==> config.mk <==
export PLATFORM = sky130hd
export DESIGN_NAME = wb_arbiter
export DESIGN_NICKNAME = d
export VERILOG_FILES = /design/src/rtl/wb_arbiter.sv
export SDC_FILE = /design/constraint.sdc
export NUM_CORES = 1
export LEC_CHECK = 0
export ABC_AREA = 1
export BUFFER_PORTS_ARGS = -buffer_cell sky130_fd_sc_hd__buf_2
export CAP_MARGIN = 30
export CORE_UTILIZATION = 30
export CTS_CLUSTER_SIZE = 14
export DETAILED_ROUTE_END_ITERATION = 8
export GPL_TIMING_DRIVEN = 1
export PLACE_DENSITY_LB_ADDON = 0.12
export SYNTH_ARGS = -nofsm -noshare
export SYNTH_HDL_FRONTEND = slang
export SYNTH_SLANG_ARGS = --single-unit
export TNS_END_PERCENT = 10
==> constraint.sdc <==
create_clock -name clk -period 10.5 [get_ports clk]
set_input_delay 1.05 -clock clk [delete_from_list [all_inputs] [get_ports clk]]
set_output_delay 1.05 -clock clk [all_outputs]
set_load 0.01 [all_outputs]
==> src/rtl/wb_arbiter.sv <==
// rtl/wb_arbiter.sv - writeback arbiter merging ALU results and buffered LSU loads into the register file
module wb_arbiter #(
    parameter int DEPTH = 2,
    parameter int XLEN  = 64
) (
    input  logic            clk,
    input  logic            rst_n,
    input  logic            flush,
    input  logic            alu_valid,
    input  logic [4:0]      alu_rd,
    input  logic [XLEN-1:0] alu_data,
    input  logic            lsu_valid,
    output logic            lsu_ready,
    input  logic [4:0]      lsu_rd,
    input  logic [XLEN-1:0] lsu_data,
    input  logic            issue_valid,
    input  logic [4:0]      issue_rd,
    output logic [31:0]     pend_mask,
    output logic            w_ena,
    output logic [4:0]      w_addr,
    output logic [XLEN-1:0] w_data
);

    localparam int PW = (DEPTH > 1) ? $clog2(DEPTH) : 1;
    localparam int CW = $clog2(DEPTH + 1);
    localparam logic [CW-1:0] FULL = CW'(DEPTH);

    // LSU result storage; contents are only meaningful below count, so no reset
    logic [4:0]      fifo_rd   [DEPTH];
    logic [XLEN-1:0] fifo_data [DEPTH];
    logic [PW-1:0]   rd_ptr;
    logic [PW-1:0]   wr_ptr;
    logic [CW-1:0]   count;

    logic            push;
    logic            pop;
    logic [4:0]      head_rd;
    logic [XLEN-1:0] head_data;

    logic            cand_valid;
    logic [4:0]      cand_rd;
    logic [XLEN-1:0] cand_data;

    logic [31:0]     set_mask;
    logic [31:0]     clr_mask;
    logic [31:0]     pend_q;

    // Ready comes only from the registered count, so a same-cycle pop never frees a slot
    assign lsu_ready = rst_n & (count != FULL);

    assign head_rd   = fifo_rd[rd_ptr];
    assign head_data = fifo_data[rd_ptr];

    // A handshake during flush is dropped; the head is never popped while ALU owns the port or on flush
    assign push = lsu_valid & lsu_ready & ~flush;
    assign pop  = ~alu_valid & (count != '0) & ~flush;

    // Pick the single writeback candidate: ALU first, else the FIFO head being popped
    always_comb begin
        cand_valid = 1'b0;
        cand_rd    = '0;
        cand_data  = '0;
        if (alu_valid) begin
            cand_valid = 1'b1;
            cand_rd    = alu_rd;
            cand_data  = alu_data;
        end else if (pop) begin
            cand_valid = 1'b1;
            cand_rd    = head_rd;
            cand_data  = head_data;
        end
    end

    // One-hot set/clear masks for the pending-load scoreboard; x0 is never tracked
    always_comb begin
        set_mask = '0;
        clr_mask = '0;
        if (issue_valid && (issue_rd != 5'd0)) begin
            set_mask[issue_rd] = 1'b1;
        end
        if (pop && (head_rd != 5'd0)) begin
            clr_mask[head_rd] = 1'b1;
        end
    end

    // Capture accepted LSU results at the write pointer
    always_ff @(posedge clk) begin
        if (push) begin
            fifo_rd[wr_ptr]   <= lsu_rd;
            fifo_data[wr_ptr] <= lsu_data;
        end
    end

    // Pointer and occupancy bookkeeping; flush and reset both empty the FIFO
    always_ff @(posedge clk) begin
        if (!rst_n || flush) begin
            rd_ptr <= '0;
            wr_ptr <= '0;
            count  <= '0;
        end else begin
            if (push) begin
                wr_ptr <= wr_ptr + PW'(1);
            end
            if (pop) begin
                rd_ptr <= rd_ptr + PW'(1);
            end
            unique case ({push, pop})
                2'b10:   count <= count + CW'(1);
                2'b01:   count <= count - CW'(1);
                default: count <= count;
            endcase
        end
    end

    // Registered write port; address/data hold when there is nothing to write
    always_ff @(posedge clk) begin
        if (!rst_n) begin
            w_ena  <= 1'b0;
            w_addr <= '0;
            w_data <= '0;
        end else if (cand_valid) begin
            w_ena  <= (cand_rd != 5'd0);
            w_addr <= cand_rd;
            w_data <= cand_data;
        end else begin
            w_ena  <= 1'b0;
        end
    end

    // Scoreboard update: a new issue to the same register outranks the retiring load
    always_ff @(posedge clk) begin
        if (!rst_n || flush) begin
            pend_q <= '0;
        end else begin
            pend_q <= (pend_q & ~clr_mask) | set_mask;
        end
    end

    assign pend_mask = pend_q;

endmodule

# == Word-level counts from Yosys, hierarchy flattened ==
# Memory sizes are Yosys's and may differ from the RTL's. A register that Yosys moved wholly into a read port is not among the register bits.
# Index checks and enable logic that the tools add are counted.
# Widths: inputs -> output; s select.
# totals
rom_bits,0
memories,2
register_bits,106
ramBits,138
latch_bits,0
inputBits,149
# memory_table
name,depth,word_bits,read_ports,rd_ports_with_merged_regs,write_ports,line_no,rtl
fifo_data,2,64,1,1,1,30,logic [XLEN-1:0] fifo_data [DEPTH];
fifo_rd,2,5,1,1,1,29,logic [4:0] fifo_rd [DEPTH];
# op_classes
add_sub_neg,4
div_mod_pow,0
n_mux,19
shifts,0
bitwise,10
magnitude_cmp,4
multipliers,0
n_eq_ne,3
n_reduce_logical,12
# op_table
operator,count
$mux 64,2
$mux 32,2
$and 32x32->32,1
$not 32->32,1
$or 32x32->32,1
$reduce_bool 5->1,3
$lt 5x6->1 const B,2
$demux 1 s5,2
$ge 5x1->1 const B,2
$mux 1,10
$mux 5,2
$and 1x1->1,5
$logic_and 1x1->1,4
$pmux 2 s2,1
$reduce_bool 2->1,2
$add 1x1->1 const B,2
$add 2x1->2 const B,1
$eq 2x1->1 const B,1
$eq 2x2->1 const B,1
$ne 2x2->1 const B,1
$not 1->1,2
$reduce_and 2->1,1
$sub 2x1->2 const B,1
$logic_not 1->1,1
$logic_or 1x1->1,1

# == Depth between registers and ports, before layout ==
# depth
ltp_word,8
depth_mapped,11

# == Least setup slack after synthesis ==
# OpenSTA, ideal clock, no wires.
# synth_path
path_kind,input port to flip-flop
start,in rst_n
end,mem fifo_data[0][0] (enable)
arrival_time_ps,4613
required_time_ps,10003
cell_stages,5
setup_ps,497
slack_ps,5390
n_path_buf,1
cell_sequence,buf_2 > inv_1 > a21oi_1 > nand3_1 > nor2_1
# synth_via
elab_chain_len,5
# synth_rtl
element,line_no,rtl
from (decl),7,"input logic rst_n,"
$and 1x1->1,49,assign lsu_ready = rst_n & (count != FULL);
net lsu_ready,13,"output logic lsu_ready,"
$and 1x1->1 (2 in series),55,assign push = lsu_valid & lsu_ready & ~flush;
$mux 1,88,if (push) begin
$mux 1 (implied by the code),90,fifo_data[wr_ptr] <= lsu_data;
to (decl),30,
# The timed path passes the listed nets, and every way through them passes these cells.

# == Worst setup path in the final report ==
# layout_path
start,in rst_n
end,out lsu_ready
# layout_via
elab_chain_len,1
# layout_rtl
element,line_no
$and 1x1->1,49
to (decl),13
# No other way between the ends.

==> flow_metrics.py <==
metrics = {
    "outcome": {
        "status": "finished clean",
    },
    "timing": {
        "hold_viol_final": 0,
        "setup_violations": 0,
        "fin_skew_ns": 0.0134,
        "timing.fmax_mhz": 303,
        "drv_slew": 0,
        "tightest_slew_ns": 0.939,
        "fin_crit_ns": 3.30,
        "whs_ns": 0.426,
        "slew-limit-headroom_pct": 37.4,
        "rsz0062_at_grt": "no",
        "setup_ws_ns": 7.20,
        "fin_crit_sh_pct": 31.4,
        "final.setup.tns_ns": 0,
    },
    "min_path": {
        "hold_path_class": "flop to flop",
        "hold_start": "pend_mask[0]",
    },
    "final_layout": {
        "finalCoreUtilization_pct": 38.1,
        "multi_input_area_um2": 3180,
        "fin_area_um2": 12700,
        "drive_gt1_share_pct": 28.9,
        "stdcell_count": 1762,
        "seq_area_um2": 6290,
        "synthToLayoutAreaGrowth_pct": 25.4,
        "nets": 1437,
        "fill_cells": 3421,
    },
    "drt": {
        "postRouteAntennaNets": 0,
        "first_iter_violations": 415,
        "drc": 0,
        "wl_per_cell_um": 16.2,
        "drt_first_pass_iters": 5,
        "routed_wl_mm": 28.6,
        "viasPerCell": 4.53,
        "via_count": 7984,
    },
    "yosys": {
        "synthTopCellsByArea": "edfxtp_1 (41%), dfxtp_1 (21%), nand2_1 (10%)",
        "syn-num-nets": 1205,
        "syn-instance-count": 1055,
        "syn-cell-area_um2": 10200,
        "yosysSeqAreaShare_pct": 61.9,
        "yosys_register_bits": 245,
        "ys_types": 30,
        "synth.avg_cell_area_um2": 9.63,
        "synth_top_area_cell": "edfxtp_1",
        "synth-warning-count": 0,
        "yosys.area.top_type_share_pct": 40.8,
    },
    "placement": {
        "dp_hpwl_mm": 17.9,
        "place_area_um2": 11800,
        "dp_slack_ns": 6.77,
        "io_buffers": 251,
        "placed_cells": 1704,
        "gp_congestion": 0.770,
    },
    "grt": {
        "grt_pass1_vias": 7612,
        "antenna_found_initial": 7,
        "grt_usage_pct": 16.3,
        "grt_max_degree": 74,
        "overflow": 0,
        "grt_pass1_wl_mm": 43.0,
    },
    "clock_tree": {
        "cts_root_buf": "clkbuf_16",
        "cts_buffer_depth": 3,
        "holdBufCountCts": 0,
        "insertion_delay_ns": 0.55,
        "post-cts-setup-buffers": 0,
        "clk_pin_slew_worst_paths_ns": 0.06,
        "cts_htree_levels": 1,
        "cts_made_buffers": 29,
        "cts_sinks": 245,
        "cts_tree": "built",
        "cts_resized": 0,
    },
    "power": {
        "p_leak_nw": 5.65,
        "p_total_mw": 2.17,
        "power-per-cell-area_nw_per_um2": 171,
        "ir_worst_vdd_mv": 0.118,
    },
    "floorplanning": {
        "dieArea_um2": 34600,
        "initial_core_util_pct": 30.4,
        "die_w_um": 186,
        "die_height_um": 186,
        "io_pins": 252,
        "row_count": 67,
        "core-area_um2": 33400,
    },
    "worst_setup_path": {
        "rr_startpoint": "count[0]",
        "path_cells": "buf_2, buf_4, inv_1, a21oi_1, buf_2",
        "cpPeakStageDelay_ns": 0.63,
        "cp.arrival_ns": 2.25,
        "worstPathMaxFanout": 71,
        "critical_path_class": "primary input to output port",
        "ff2ff_setup_slack_ns": 7.64,
        "cpMaxStageDelayCell": "buf_4",
        "crit_required_ns": 9.45,
        "critPathBufInv": 4,
        "crit_path_start_kind": "primary input",
        "cp_common_cell": "buf_2",
        "crit_family": "buffers and inverters",
        "end_kind": "output port",
        "startpoint": "rst_n",
    },
    "run": {
        "maxCapViolations": 0,
    },
}
==> registers in the layout, summed over array words and instances, names as in the netlist, named ones only <==
name / cells
w_addr: 5
fifo_data: 128
w_data: 64
fifo_rd: 10
pend_mask: 32
rd_ptr: 1
w_ena: 1
wr_ptr: 1
count: 2
==> final cells by class <==
type	count	area share, %
clock buffer	46	6.51
tap	448	4.40
inverter	101	3.04
timing repair buffer	261	10.8
clock inverter	8	0.816
antenna	4	0.0786
sequential	245	49.4
multi-input combinational	649	25.0
==> layer usage <==
metal | vias to the layer above | global-route usage (%) | wire length [µm]
met3 | 44 | 3.56 | 1700
li1 | 4012 | - | -
met4 | 6 | 4.16 | 615
met1 | 3718 | 21.1 | 12600
met5 | - | 0 | 45
met2 | 204 | 27.6 | 13700
==> where the power goes <==
part           internal (mW)  switching [mW]  total, mW
Sequential              1.04          0.0115       1.05
Clock                  0.590           0.390      0.980
Combinational         0.0544          0.0863      0.141
Total                   1.68           0.488       2.17
==> synthesized netlist by cell type <==
library cell    n
nand2_1       272
inv_8           1
o211ai_1       34
nand3_1       139
o21ai_1         3
nand2_2        10
buf_4           6
nor2_2          1
edfxtp_1      138
clkbuf_1       14
buf_1           7
nand3_2         2
nor3_1          1
dfxtp_1       107
or2_2          34
inv_1          98
nor2_1         31
o21ai_0        39
nor2_4          1
ha_1            1
buf_6           5
a22oi_1        10
nand2_4         3
nand4_1         3
a21boi_0        2
buf_2          28
a21oi_2        20
inv_2           2
nor4_1          2
a21oi_1        41
==> cell families (layout without fill, tap and decap cells) <==
logic type | Yosys count | count (layout) | share of synthesized area (%)
buffers and inverters | 161 | 416 | 6.96
flip-flops | 245 | 245 | 61.9
AND/OR/NAND/NOR | 499 | 499 | 21.8
other | 0 | 4 | 0
AO/OA/AOI/OAI | 149 | 149 | 9.21
adder cells (fa/ha/maj) | 1 | 1 | 0.123
==> cell usage in the layout, fill, tap and decap left out, types with 2 or more instances in the layout <==
master	count
a21oi_2	20
nor4_1	2
nand4_1	3
clkbuf_1	13
bufinv_16	2
a22oi_1	10
clkbuf_8	4
diode_2	4
dfxtp_1	106
nor2_1	29
inv_2	2
nand2_1	271
nand2_2	11
buf_16	2
nor2_4	3
edfxtp_1	138
o21ai_0	39
or2_2	34
clkbuf_16	29
buf_4	8
o211ai_1	34
nand2_4	3
nand3_1	139
o21ai_1	3
a21oi_1	41
clkinv_2	4
a21boi_0	2
nand3_2	2
buf_2	251
inv_1	98
==> final timing paths <==
check | cells past startpoint | to
min | 2 | pend_mask[0]
max | 5 | lsu_ready
min reg2reg | 2 | pend_mask[0]
max reg2reg | 10 | count[1]
==> worst reg2reg max path: stages (launching register included) <==
cell     delay [ns]
dfxtp_1        0.35
inv_1          0.09
nand2_1        0.12
nand3_2        0.47
inv_2          0.22
buf_4          0.66
ha_1           0.42
a21oi_1        0.11
o21ai_0        0.11
o21ai_0        0.16
a21oi_1        0.05
Power figures use the tool's default switching activity.
